<file path="src/rtl/uart_scope_pkg.sv">
// Shared constants for the UART scope responder: command codes, frame sync byte,
// and the state encodings of the responder FSM and the byte sender.
package uart_scope_pkg;

   localparam logic [7:0] SYNC_BYTE  = 8'hA5;
   localparam logic [7:0] CMD_ARM    = 8'h41;
   localparam logic [7:0] CMD_READ   = 8'h52;
   localparam logic [7:0] CMD_STATUS = 8'h3F;

   localparam logic [3:0] ST_IDLE      = 4'd0;
   localparam logic [3:0] ST_HDR       = 4'd1;
   localparam logic [3:0] ST_LEN_HI    = 4'd2;
   localparam logic [3:0] ST_LEN_LO    = 4'd3;
   localparam logic [3:0] ST_MEM_RD    = 4'd4;
   localparam logic [3:0] ST_DATA      = 4'd5;
   localparam logic [3:0] ST_CSUM      = 4'd6;
   localparam logic [3:0] ST_STAT_HDR  = 4'd7;
   localparam logic [3:0] ST_STAT_BYTE = 4'd8;

   localparam logic [1:0] TX_IDLE    = 2'd0;
   localparam logic [1:0] TX_SEND    = 2'd1;
   localparam logic [1:0] TX_WAIT_HI = 2'd2;
   localparam logic [1:0] TX_WAIT_LO = 2'd3;

   function automatic logic [7:0] status_byte(input logic drop, input logic rxerr,
                                              input logic done);
      return {5'b0, drop, rxerr, done};
   endfunction

endpackage

</file>
<file path="src/rtl/uart_scope_if.sv">
// Byte-level UART connection: receive strobes from the UART, transmit strobe/data to it.
// The responder is the master side; the UART (or its model) is the slave side.
interface uart_scope_if;

   logic       rx_received;
   logic [7:0] rx_byte;
   logic       rx_error;
   logic       tx_busy;
   logic       tx_start;
   logic [7:0] tx_data;

   modport master (
      input  rx_received, rx_byte, rx_error, tx_busy,
      output tx_start, tx_data
   );

   modport slave (
      output rx_received, rx_byte, rx_error, tx_busy,
      input  tx_start, tx_data
   );

endinterface

</file>
<file path="src/rtl/uart_byte_sender.sv">
// Sends one byte through the UART: waits for idle, pulses tx_start, then waits for
// the UART to finish before pulsing done. tx_data holds until the next load.
module uart_byte_sender
   import uart_scope_pkg::*;
(
   input  logic       clk,
   input  logic       rst,
   input  logic       load,
   input  logic [7:0] load_byte,
   input  logic       tx_busy,
   output logic       done,
   output logic       tx_start,
   output logic [7:0] tx_data
);

   logic [1:0] state;

   // WAIT_HI skips one cycle so the UART has time to raise tx_busy after tx_start.
   always_ff @(posedge clk) begin
      if (rst) begin
         state    <= TX_IDLE;
         tx_start <= 1'b0;
         tx_data  <= 8'h00;
         done     <= 1'b0;
      end else begin
         tx_start <= 1'b0;
         done     <= 1'b0;
         case (state)
            TX_IDLE: begin
               if (load) begin
                  tx_data <= load_byte;
                  state   <= TX_SEND;
               end
            end
            TX_SEND: begin
               if (!tx_busy) begin
                  tx_start <= 1'b1;
                  state    <= TX_WAIT_HI;
               end
            end
            TX_WAIT_HI: state <= TX_WAIT_LO;
            TX_WAIT_LO: begin
               if (!tx_busy) begin
                  done  <= 1'b1;
                  state <= TX_IDLE;
               end
            end
            default: state <= TX_IDLE;
         endcase
      end
   end

endmodule

</file>
<file path="src/rtl/uart_scope_responder.sv">
// Host command responder: decodes ARM/READ/STATUS bytes from the UART and answers
// with a framed capture-RAM dump or a status byte through uart_byte_sender.
module uart_scope_responder
   import uart_scope_pkg::*;
#(
   parameter int SAMPLE_AW = 10
) (
   input  logic                 clk,
   input  logic                 rst,
   uart_scope_if.master         uart,
   output logic [SAMPLE_AW-1:0] mem_addr,
   input  logic [7:0]           mem_rdata,
   input  logic                 capture_done,
   input  logic [SAMPLE_AW:0]   capture_len,
   output logic                 arm,
   output logic                 busy
);

   logic [3:0]         state;
   logic [15:0]        len;
   logic [SAMPLE_AW:0] remaining;
   logic [7:0]         csum;
   logic               drop_flag;
   logic               rxerr_flag;
   logic               sent;
   logic               byte_state;
   logic               load;
   logic [7:0]         load_byte;
   logic               done;
   logic               status_clear;

   always_comb begin
      byte_state = 1'b1;
      load_byte  = 8'h00;
      case (state)
         ST_HDR, ST_STAT_HDR: load_byte = SYNC_BYTE;
         ST_LEN_HI:           load_byte = len[15:8];
         ST_LEN_LO:           load_byte = len[7:0];
         ST_DATA:             load_byte = mem_rdata;
         ST_CSUM:             load_byte = csum;
         ST_STAT_BYTE:        load_byte = status_byte(drop_flag, rxerr_flag, capture_done);
         default:             byte_state = 1'b0;
      endcase
   end

   // Each byte-sending state issues exactly one load, then waits for the sender's done.
   assign load         = byte_state && !sent;
   assign busy         = (state != ST_IDLE);
   assign status_clear = (state == ST_STAT_BYTE) && load;

   uart_byte_sender u_sender (
      .clk       (clk),
      .rst       (rst),
      .load      (load),
      .load_byte (load_byte),
      .tx_busy   (uart.tx_busy),
      .done      (done),
      .tx_start  (uart.tx_start),
      .tx_data   (uart.tx_data)
   );

   // A new event in the same cycle the status byte is loaded keeps its flag set.
   always_ff @(posedge clk) begin
      if (rst) begin
         drop_flag  <= 1'b0;
         rxerr_flag <= 1'b0;
      end else begin
         drop_flag  <= (uart.rx_received && (state != ST_IDLE)) || (drop_flag && !status_clear);
         rxerr_flag <= uart.rx_error || (rxerr_flag && !status_clear);
      end
   end

   always_ff @(posedge clk) begin
      if (rst) begin
         state     <= ST_IDLE;
         len       <= 16'h0000;
         remaining <= '0;
         csum      <= 8'h00;
         mem_addr  <= '0;
         arm       <= 1'b0;
         sent      <= 1'b0;
      end else begin
         arm <= 1'b0;
         if (load) begin
            sent <= 1'b1;
         end else if (done) begin
            sent <= 1'b0;
         end
         case (state)
            ST_IDLE: begin
               if (uart.rx_received) begin
                  case (uart.rx_byte)
                     CMD_ARM:    arm <= 1'b1;
                     CMD_READ: begin
                        len       <= capture_done ? 16'(capture_len) : 16'h0000;
                        remaining <= capture_done ? capture_len : '0;
                        mem_addr  <= '0;
                        csum      <= 8'h00;
                        state     <= ST_HDR;
                     end
                     CMD_STATUS: state <= ST_STAT_HDR;
                     default:    ;
                  endcase
               end
            end
            ST_HDR:    if (done) state <= ST_LEN_HI;
            ST_LEN_HI: if (done) state <= ST_LEN_LO;
            ST_LEN_LO: if (done) state <= (remaining == '0) ? ST_CSUM : ST_MEM_RD;
            ST_MEM_RD: state <= ST_DATA;
            ST_DATA: begin
               if (load) begin
                  csum <= csum + mem_rdata;
               end
               // The address stops on the last sample so it never wraps past the frame.
               if (done) begin
                  if (remaining == (SAMPLE_AW+1)'(1)) begin
                     state <= ST_CSUM;
                  end else begin
                     remaining <= remaining - (SAMPLE_AW+1)'(1);
                     mem_addr  <= mem_addr + SAMPLE_AW'(1);
                     state     <= ST_MEM_RD;
                  end
               end
            end
            ST_CSUM:      if (done) state <= ST_IDLE;
            ST_STAT_HDR:  if (done) state <= ST_STAT_BYTE;
            ST_STAT_BYTE: if (done) state <= ST_IDLE;
            default:      state <= ST_IDLE;
         endcase
      end
   end

endmodule

</file>
<file path="src/flat_wrapper.sv">
// flat-port wrapper written by rule: the top's interface ports become plain ports
module uart_scope_responder_flat import uart_scope_pkg::*;
#(
   parameter int SAMPLE_AW = 10
)
  (clk, rst, mem_addr, mem_rdata, capture_done, capture_len, arm, busy, uart_rx_received, uart_rx_byte, uart_rx_error, uart_tx_busy, uart_tx_start, uart_tx_data);
  uart_scope_if uart_i ();
  input  logic clk;
  input  logic rst;
  output logic [SAMPLE_AW-1:0] mem_addr;
  input  logic [7:0] mem_rdata;
  input  logic capture_done;
  input  logic [SAMPLE_AW:0] capture_len;
  output logic arm;
  output logic busy;
  input wire logic [$bits(uart_i.rx_received)-1:0] uart_rx_received;
  input wire logic [$bits(uart_i.rx_byte)-1:0] uart_rx_byte;
  input wire logic [$bits(uart_i.rx_error)-1:0] uart_rx_error;
  input wire logic [$bits(uart_i.tx_busy)-1:0] uart_tx_busy;
  output wire logic [$bits(uart_i.tx_start)-1:0] uart_tx_start;
  output wire logic [$bits(uart_i.tx_data)-1:0] uart_tx_data;
  assign uart_i.rx_received = uart_rx_received;
  assign uart_i.rx_byte = uart_rx_byte;
  assign uart_i.rx_error = uart_rx_error;
  assign uart_i.tx_busy = uart_tx_busy;
  assign uart_tx_start = uart_i.tx_start;
  assign uart_tx_data = uart_i.tx_data;
  uart_scope_responder #(.SAMPLE_AW(SAMPLE_AW)) u_core (.clk(clk), .rst(rst), .uart(uart_i), .mem_addr(mem_addr), .mem_rdata(mem_rdata), .capture_done(capture_done), .capture_len(capture_len), .arm(arm), .busy(busy));
endmodule
</file>
<file path="config.mk">
export PLATFORM = sky130hd
export DESIGN_NAME = uart_scope_responder_flat
export DESIGN_NICKNAME = d
export VERILOG_FILES = /design/src/rtl/uart_scope_pkg.sv /design/src/rtl/uart_scope_if.sv /design/src/rtl/uart_byte_sender.sv /design/src/rtl/uart_scope_responder.sv /design/src/flat_wrapper.sv
export SDC_FILE = /design/constraint.sdc
export NUM_CORES = 1
export LEC_CHECK = 0
export ABC_AREA = 1
export CAP_MARGIN = 20
export CORE_ASPECT_RATIO = 0.9
export CORE_MARGIN = 5
export CORE_UTILIZATION = 59
export CTS_BUF_LIST = sky130_fd_sc_hd__clkbuf_8 sky130_fd_sc_hd__clkbuf_16
export CTS_CLUSTER_DIAMETER = 100
export DETAILED_ROUTE_END_ITERATION = 6
export GPL_ROUTABILITY_DRIVEN = 1
export PLACE_DENSITY = 0.86
export SLEW_MARGIN = 20
export SYNTH_ARGS = -nofsm -noshare
export SYNTH_HDL_FRONTEND = slang
export SYNTH_HIERARCHICAL = 1
export SYNTH_SLANG_ARGS = --single-unit
</file>
<file path="constraint.sdc">
create_clock -name clk -period 2.9 [get_ports clk]
set_input_delay 0.29 -clock clk [delete_from_list [all_inputs] [get_ports clk]]
set_output_delay 0.29 -clock clk [all_outputs]
set_load 0.005 [all_outputs]
</file>
# [Yosys cells after proc, flatten, opt, wreduce, memory -nomap -nowiden]
# Index checks and enable logic that the tools add are counted.
[word_totals] regBits=65 latchBits=0 mem_bits_rw=0 rom_bits=0 in_bits=33 wordCells=113 memories=0
[op_classes] add_sub_neg=3 multipliers=0 n_div=0 magnitude_cmp=0 n_eq_ne=29 n_shift=0 mux=37 bitwise_logic=4 reduce_logical=27
[op_table] operator="$mux W11" n=6
[op_table] operator="$pmux W8 S6" n=1
[op_table] operator="$mux W10" n=4
[op_table] operator="$pmux W4 S8" n=1
[op_table] operator="$mux W4" n=7
[op_table] operator="$mux W8" n=3
[op_table] operator="$pmux W11 S2" n=1
[op_table] operator="$ne A2 B2 Y1 const B" n=10
[op_table] operator="$pmux W10 S2" n=1
[op_table] operator="$eq A4 B3 Y1 const B" n=4
[op_table] operator="$eq A8 B7 Y1 const B" n=2
[op_table] operator="$pmux W8 S2" n=1
[op_table] operator="$eq A11 B1 Y1 const B" n=1
[op_table] operator="$logic_not A11 Y1" n=1
[op_table] operator="$sub A11 B1 Y11 const B" n=1
[op_table] operator="$add A10 B1 Y10 const B" n=1
[op_table] operator="$mux W2" n=5
[op_table] operator="$add A8 B8 Y8" n=1
[op_table] operator="$eq A4 B2 Y1 const B" n=2
[op_table] operator="$eq A8 B6 Y1 const B" n=1
[op_table] operator="$pmux W2 S4" n=1
[op_table] operator="$pmux W4 S2" n=1
[op_table] operator="$reduce_and A8 Y1" n=1
[op_table] operator="$reduce_or A2 Y1" n=4
[op_table] operator="21 further kinds" n=39

# [Depth between registers and ports, before layout]
[depth] depth_word=8 mapped_depth=13 depth_no_buf=12

# [By module]
# Netlist, hierarchy kept.
[by_module_without_submodules] module="uart_scope_responder" instances=1 cells_each=510 area_each_um2=3189.3
[by_module_without_submodules] module="uart_byte_sender" instances=1 cells_each=65 area_each_um2=508.0

# [Worst setup path after synthesis]
# Ideal clock, no wire load.
[synth_path] path_type="register to register" from="reg u_core.state[2]" to="reg u_core.u_sender.state[0]" setup_ps=113 arrival_ps=1468 t_required_ps=2787 path_slack_ps=1319 path_stages_with_launch=13 path_cell_list="dfxtp_1 inv_2 nor2_4 nand2_4 nor2_8 buf_2 o21ai_0 inv_1 inv_1 nand2_1 nand3_2 nor2_1 nor2_1"
[synth_between] elab_chain_cells=6
[synth_rtl] item="start, declared" line="uart_scope_responder.sv:19" rtl="logic [3:0] state;"
[synth_rtl] item="start signal, assigned" line="uart_scope_responder.sv:108" rtl="ST_LEN_LO: if (done) state <= (remaining == '0) ? ST_CSUM : ST_MEM_RD;"
[synth_rtl] item="$eq A4 B1 Y1, or another cell as far along" line="uart_scope_responder.sv:35" rtl="case (state)"
[synth_rtl] item="$reduce_or A7 Y1 (no source line) *"
[synth_rtl] item="$mux W1 *" line="uart_scope_responder.sv:35"
[synth_rtl] item="$logic_and A1 B1 Y1 *" line="uart_scope_responder.sv:47" rtl="assign load = byte_state && !sent;"
[synth_rtl] item="net u_core.load" line="uart_scope_responder.sv:27" rtl="logic load;"
[synth_rtl] item="$ne A2 B1 Y1 (no source line) *"
[synth_rtl] item="$reduce_and A3 Y1 (no source line) *"
[synth_rtl] item="end signal, assigned" line="uart_byte_sender.sv:41" rtl="TX_WAIT_HI: state <= TX_WAIT_LO;"
[synth_rtl] item="end signal, assigned" line="uart_byte_sender.sv:45" rtl="state <= TX_IDLE;"
[synth_rtl] item="end signal, assigned" line="uart_byte_sender.sv:48" rtl="default: state <= TX_IDLE;"
[synth_rtl] item="end, declared" line="uart_byte_sender.sv:16" rtl="logic [1:0] state;"
# Mark *: on every way through the listed nets, which the timed path passes. The rest lies on a longest branch.
# A chain may end at the register's enable or synchronous reset.

# [Worst setup path in the final report]
[layout_path] from="reg u_core.state[2]" to="reg u_core.remaining[2]"
[layout_between] elab_chain_cells=3
[layout_rtl] item="$eq A4 B3 Y1 or $logic_not A4 Y1 (tied branches)" line="uart_scope_responder.sv:89" rtl="case (state)"
[layout_rtl] item="$ne A2 B2 Y1 (no source line) or $reduce_bool A2 Y1 (tied branches)"
[layout_rtl] item="$reduce_and A5 Y1 (no source line)"
[layout_rtl] item="end signal, assigned" line="uart_scope_responder.sv:96" rtl="remaining <= capture_done ? capture_len : '0;"
[layout_rtl] item="end signal, assigned" line="uart_scope_responder.sv:119" rtl="remaining <= remaining - (SAMPLE_AW+1)'(1);"
[layout_rtl] item="end, declared" line="uart_scope_responder.sv:21" rtl="logic [SAMPLE_AW:0] remaining;"
# Parallel ways exist; a longest one is shown, timed or not.

==> out/results.ini <==
[yosys]
synth-seq-area-share=0.325
yosys_most_used_dff=sky130_fd_sc_hd__dfxtp_1
synth_nets=625
gate_count_after_technology_mapping=575
yosysWarnings=6
synth_area_leader_cell=sky130_fd_sc_hd__dfxtp_1
top_count_cell_post_synth=sky130_fd_sc_hd__nand2_1
synthesis.area_per_instance_sq_um=6.43
post_synth_instance_area_sq_um=3700
synth.lib_cells_used.distinct=33
synth-edff-count=0
most_common_library_cells_after_synthesis=sky130_fd_sc_hd__nand2_1, sky130_fd_sc_hd__nor2_1, sky130_fd_sc_hd__dfxtp_1
synth_top_cells_by_area=sky130_fd_sc_hd__dfxtp_1, sky130_fd_sc_hd__nand2_1, sky130_fd_sc_hd__a21oi_1
async_reset_ff_frac=0
yosysTopAreaCellShare=0.325
synth-seq-cells=60

[hold_path]
min_delay_worst_endpoint=u_core/drop_flag$_SDFF_PP0_
hold_path_class=register to register
hold_depth=2
hold_start=u_core/drop_flag$_SDFF_PP0_

[critical_path]
rr_startpoint=u_core/state[2]$_SDFFE_PP0P_
worst-endpoint-required_ps=3160
timing.reg2reg.setup_slack_ps=580
regToRegEndpoint=u_core/remaining[2]$_SDFFE_PP0P_
crit_fanout=28
arrival_ps=2580
critPathLaunchType=register
timing.setup.critical_path_class=register to register
ff2ff_path_depth=10
critPathCaptureType=register

[drt]
wl_microns=9990
wire_per_inst_microns=13.9
viasPerCell=5.50
drt_pass1_iterations=5
detail-route-antenna-nets=0
dr_total_vias=3945
route.detailed.drc=0
first_iter_violations=297

[placement]
place.detailed.hpwl_microns=7210
dp.cells=701
gpl.final_weighted_congestion=0.874
post-place-ws_ps=615
port_buffers=53

[floorplanning]
die_width_microns=93.4
starting_utilization_of_the_core_area=0.605
placeableCoreArea_sq_um=6110
floorplan.die.height_microns=85.1
ioPinCount=54
design.die.area_sq_um=7950
std_cell_rows=27

[cts]
clk_pin_slew_worst_paths_ps=70
cts_resized=0
clock_latency_ps=340
cts_sinks=60
cts-root-buf=sky130_fd_sc_hd__clkbuf_8
cts_hold_buffers=0
tritoncts=built
ctsHtreeMaxLevel=3
cts-buffers-inserted=9
cts.repair_timing.setup_buffer_count=0
max_clock_buf_depth=2

[timing]
fin_setup_tns_ps=0
layout_worst_path_cycle_share=0.802
clock-skew-final_ps=9.16
period_minus_slack_ps=2320
maxClockFrequency_mhz=430
timing_hold_violations_final=0
relSlewSlack=0.561
hold_worst_slack_ps=469
rsz0062_at_grt=false
finalSetupViolations=0
worst_setup_margin_ps=576
number_of_pins_exceeding_their_max_slew_limit_in_the_final_report=0
worst-slew-pin-transition_ps=656

[pwr]
leakage_power_nw=1.91
total_switching_power_w=0.000959
p_per_area_nw_per_um2=583
sw_frac_of_total=0.369
vdd.ir_drop.worst_v=0.000359
power.combinational.fraction=0.341
sequentialPowerShare=0.360
clock_power_share=0.299
power.internal_w=0.00164

[finish]
multiInputGateArea_sq_um=2200
layout.area.seq_sq_um=1200
area.growth.synth_to_final_pct=20.5
final_layout_size_suffix_gt1_frac=0.0667
final_net_count=675
nFillCells=514
fin_cells=717
insertedDiodeCount=0

[global_routing]
grt_pass1_wl_microns=16900
grt_pass1_vias=3802
grt_start_max_net_pins=29
grt_antenna_before_repair=0
grt-ovfl-total=0
global_route.usage.total=0.260

[job]
maxCapViolCount=0

[run_status]
outcome=finished clean

[worst max path at each step]
| stage | start | to | cells past startpoint |
|---|---|---|---|
| after CTS | u_core/state[2]$_SDFFE_PP0P_ | u_core/remaining[2]$_SDFFE_PP0P_ | 10 |
| after global routing | u_core/state[2]$_SDFFE_PP0P_ | u_core/mem_addr[1]$_SDFFE_PP0P_ | 11 |
| after global placement | u_core/state[2]$_SDFFE_PP0P_ | u_core/mem_addr[1]$_SDFFE_PP0P_ | 11 |
| after floorplan | u_core/state[2]$_SDFFE_PP0P_ | u_core/u_sender/state[0]$_SDFFE_PP0P_ | 12 |
| final | u_core/state[2]$_SDFFE_PP0P_ | u_core/remaining[2]$_SDFFE_PP0P_ | 10 |
| after detailed placement | u_core/state[2]$_SDFFE_PP0P_ | u_core/mem_addr[1]$_SDFFE_PP0P_ | 11 |
[critical path, stage by stage (launching register included)]
cell                      delay (ps)
sky130_fd_sc_hd__dfxtp_1         400
sky130_fd_sc_hd__inv_2            70
sky130_fd_sc_hd__nor2_4          150
sky130_fd_sc_hd__nand2_4          90
sky130_fd_sc_hd__nor2_8          320
sky130_fd_sc_hd__inv_2           270
sky130_fd_sc_hd__nand2_2         160
sky130_fd_sc_hd__nand2_2          70
sky130_fd_sc_hd__nor2_4          410
sky130_fd_sc_hd__nand2_1         100
sky130_fd_sc_hd__a21oi_1         190
[final cells by class]
type                    instances  share of cell area
inverters                      51              0.0430
repair buffers                 56               0.124
well taps                      87              0.0244
flip-flops and latches         60               0.270
multi-input cells             447               0.493
clock buffers                  11              0.0340
clock inverters                 5              0.0115
[power by group through the flow]
| stage | logic, W | registers (W) | clock network [W] |
|---|---|---|---|
| after floorplan | 0.000612 | 0.000940 | 0 |
| after global placement | 0.000832 | 0.000948 | 0 |
| after detailed placement | 0.000859 | 0.000952 | 0 |
| after CTS | 0.000871 | 0.000934 | 0.000787 |
| after global routing | 0.00100 | 0.000943 | 0.000823 |
| final | 0.000886 | 0.000935 | 0.000778 |
[registers in the layout, summed over array words and instances (netlist names), 2 cells and up]
signal and count:
u_core/len 11, u_core/remaining 11, u_core/mem_addr 10, u_core/csum 8
u_core/u_sender/tx_data 8, u_core/state 4, u_core/u_sender/state 2
[cell usage in the layout (no fill, tap or decap), types with 4 or more instances in the layout]
master / instances
sky130_fd_sc_hd__nand4_1: 5
sky130_fd_sc_hd__dfxtp_1: 60
sky130_fd_sc_hd__a21oi_1: 52
sky130_fd_sc_hd__nand2_2: 4
sky130_fd_sc_hd__inv_1: 47
sky130_fd_sc_hd__xor2_1: 5
sky130_fd_sc_hd__ha_1: 16
sky130_fd_sc_hd__nor2_4: 4
sky130_fd_sc_hd__nor2_1: 69
sky130_fd_sc_hd__or2_2: 5
sky130_fd_sc_hd__o21ai_0: 33
sky130_fd_sc_hd__clkdlybuf4s50_1: 53
sky130_fd_sc_hd__nand3_1: 45
sky130_fd_sc_hd__nand2_1: 187
sky130_fd_sc_hd__clkbuf_8: 11
sky130_fd_sc_hd__xnor2_1: 4
sky130_fd_sc_hd__inv_2: 5
[per-layer routing]
metal / vias up / global-route usage / wire (microns) / share of wire
li1: 1941 / - / - / -
met1: 1811 / 0.322 / 4240 / 0.42
met2: 167 / 0.435 / 4790 / 0.48
met3: 26 / 0.0603 / 704 / 0.070
met4: 0 / 0.104 / 255 / 0.026
met5: - / 0 / 0 / 0
[cells by family (layout without fill, tap and decap cells)]
logic type / count (synthesis) / after routing / synth area share
XOR/XNOR: 9 / 9 / 0.0213
AND/OR/NAND/NOR: 331 / 331 / 0.388
buffers and inverters: 68 / 123 / 0.0805
AO/OA/AOI/OAI: 90 / 90 / 0.126
flip-flops: 60 / 60 / 0.325
adder cells (fa/ha/maj): 17 / 17 / 0.0596
[per-stage QoR]
step           cell area (sq um)  power (W)  utilization
2_1_floorplan               3700    0.00155            -
3_3_place_gp                4250    0.00178        0.696
3_5_place_dp                4250    0.00181        0.696
4_1_cts                     4460    0.00259        0.729
5_1_grt                     4460    0.00277        0.729
6_report                    4460    0.00260        0.729
(Power assumes the default switching activity.)
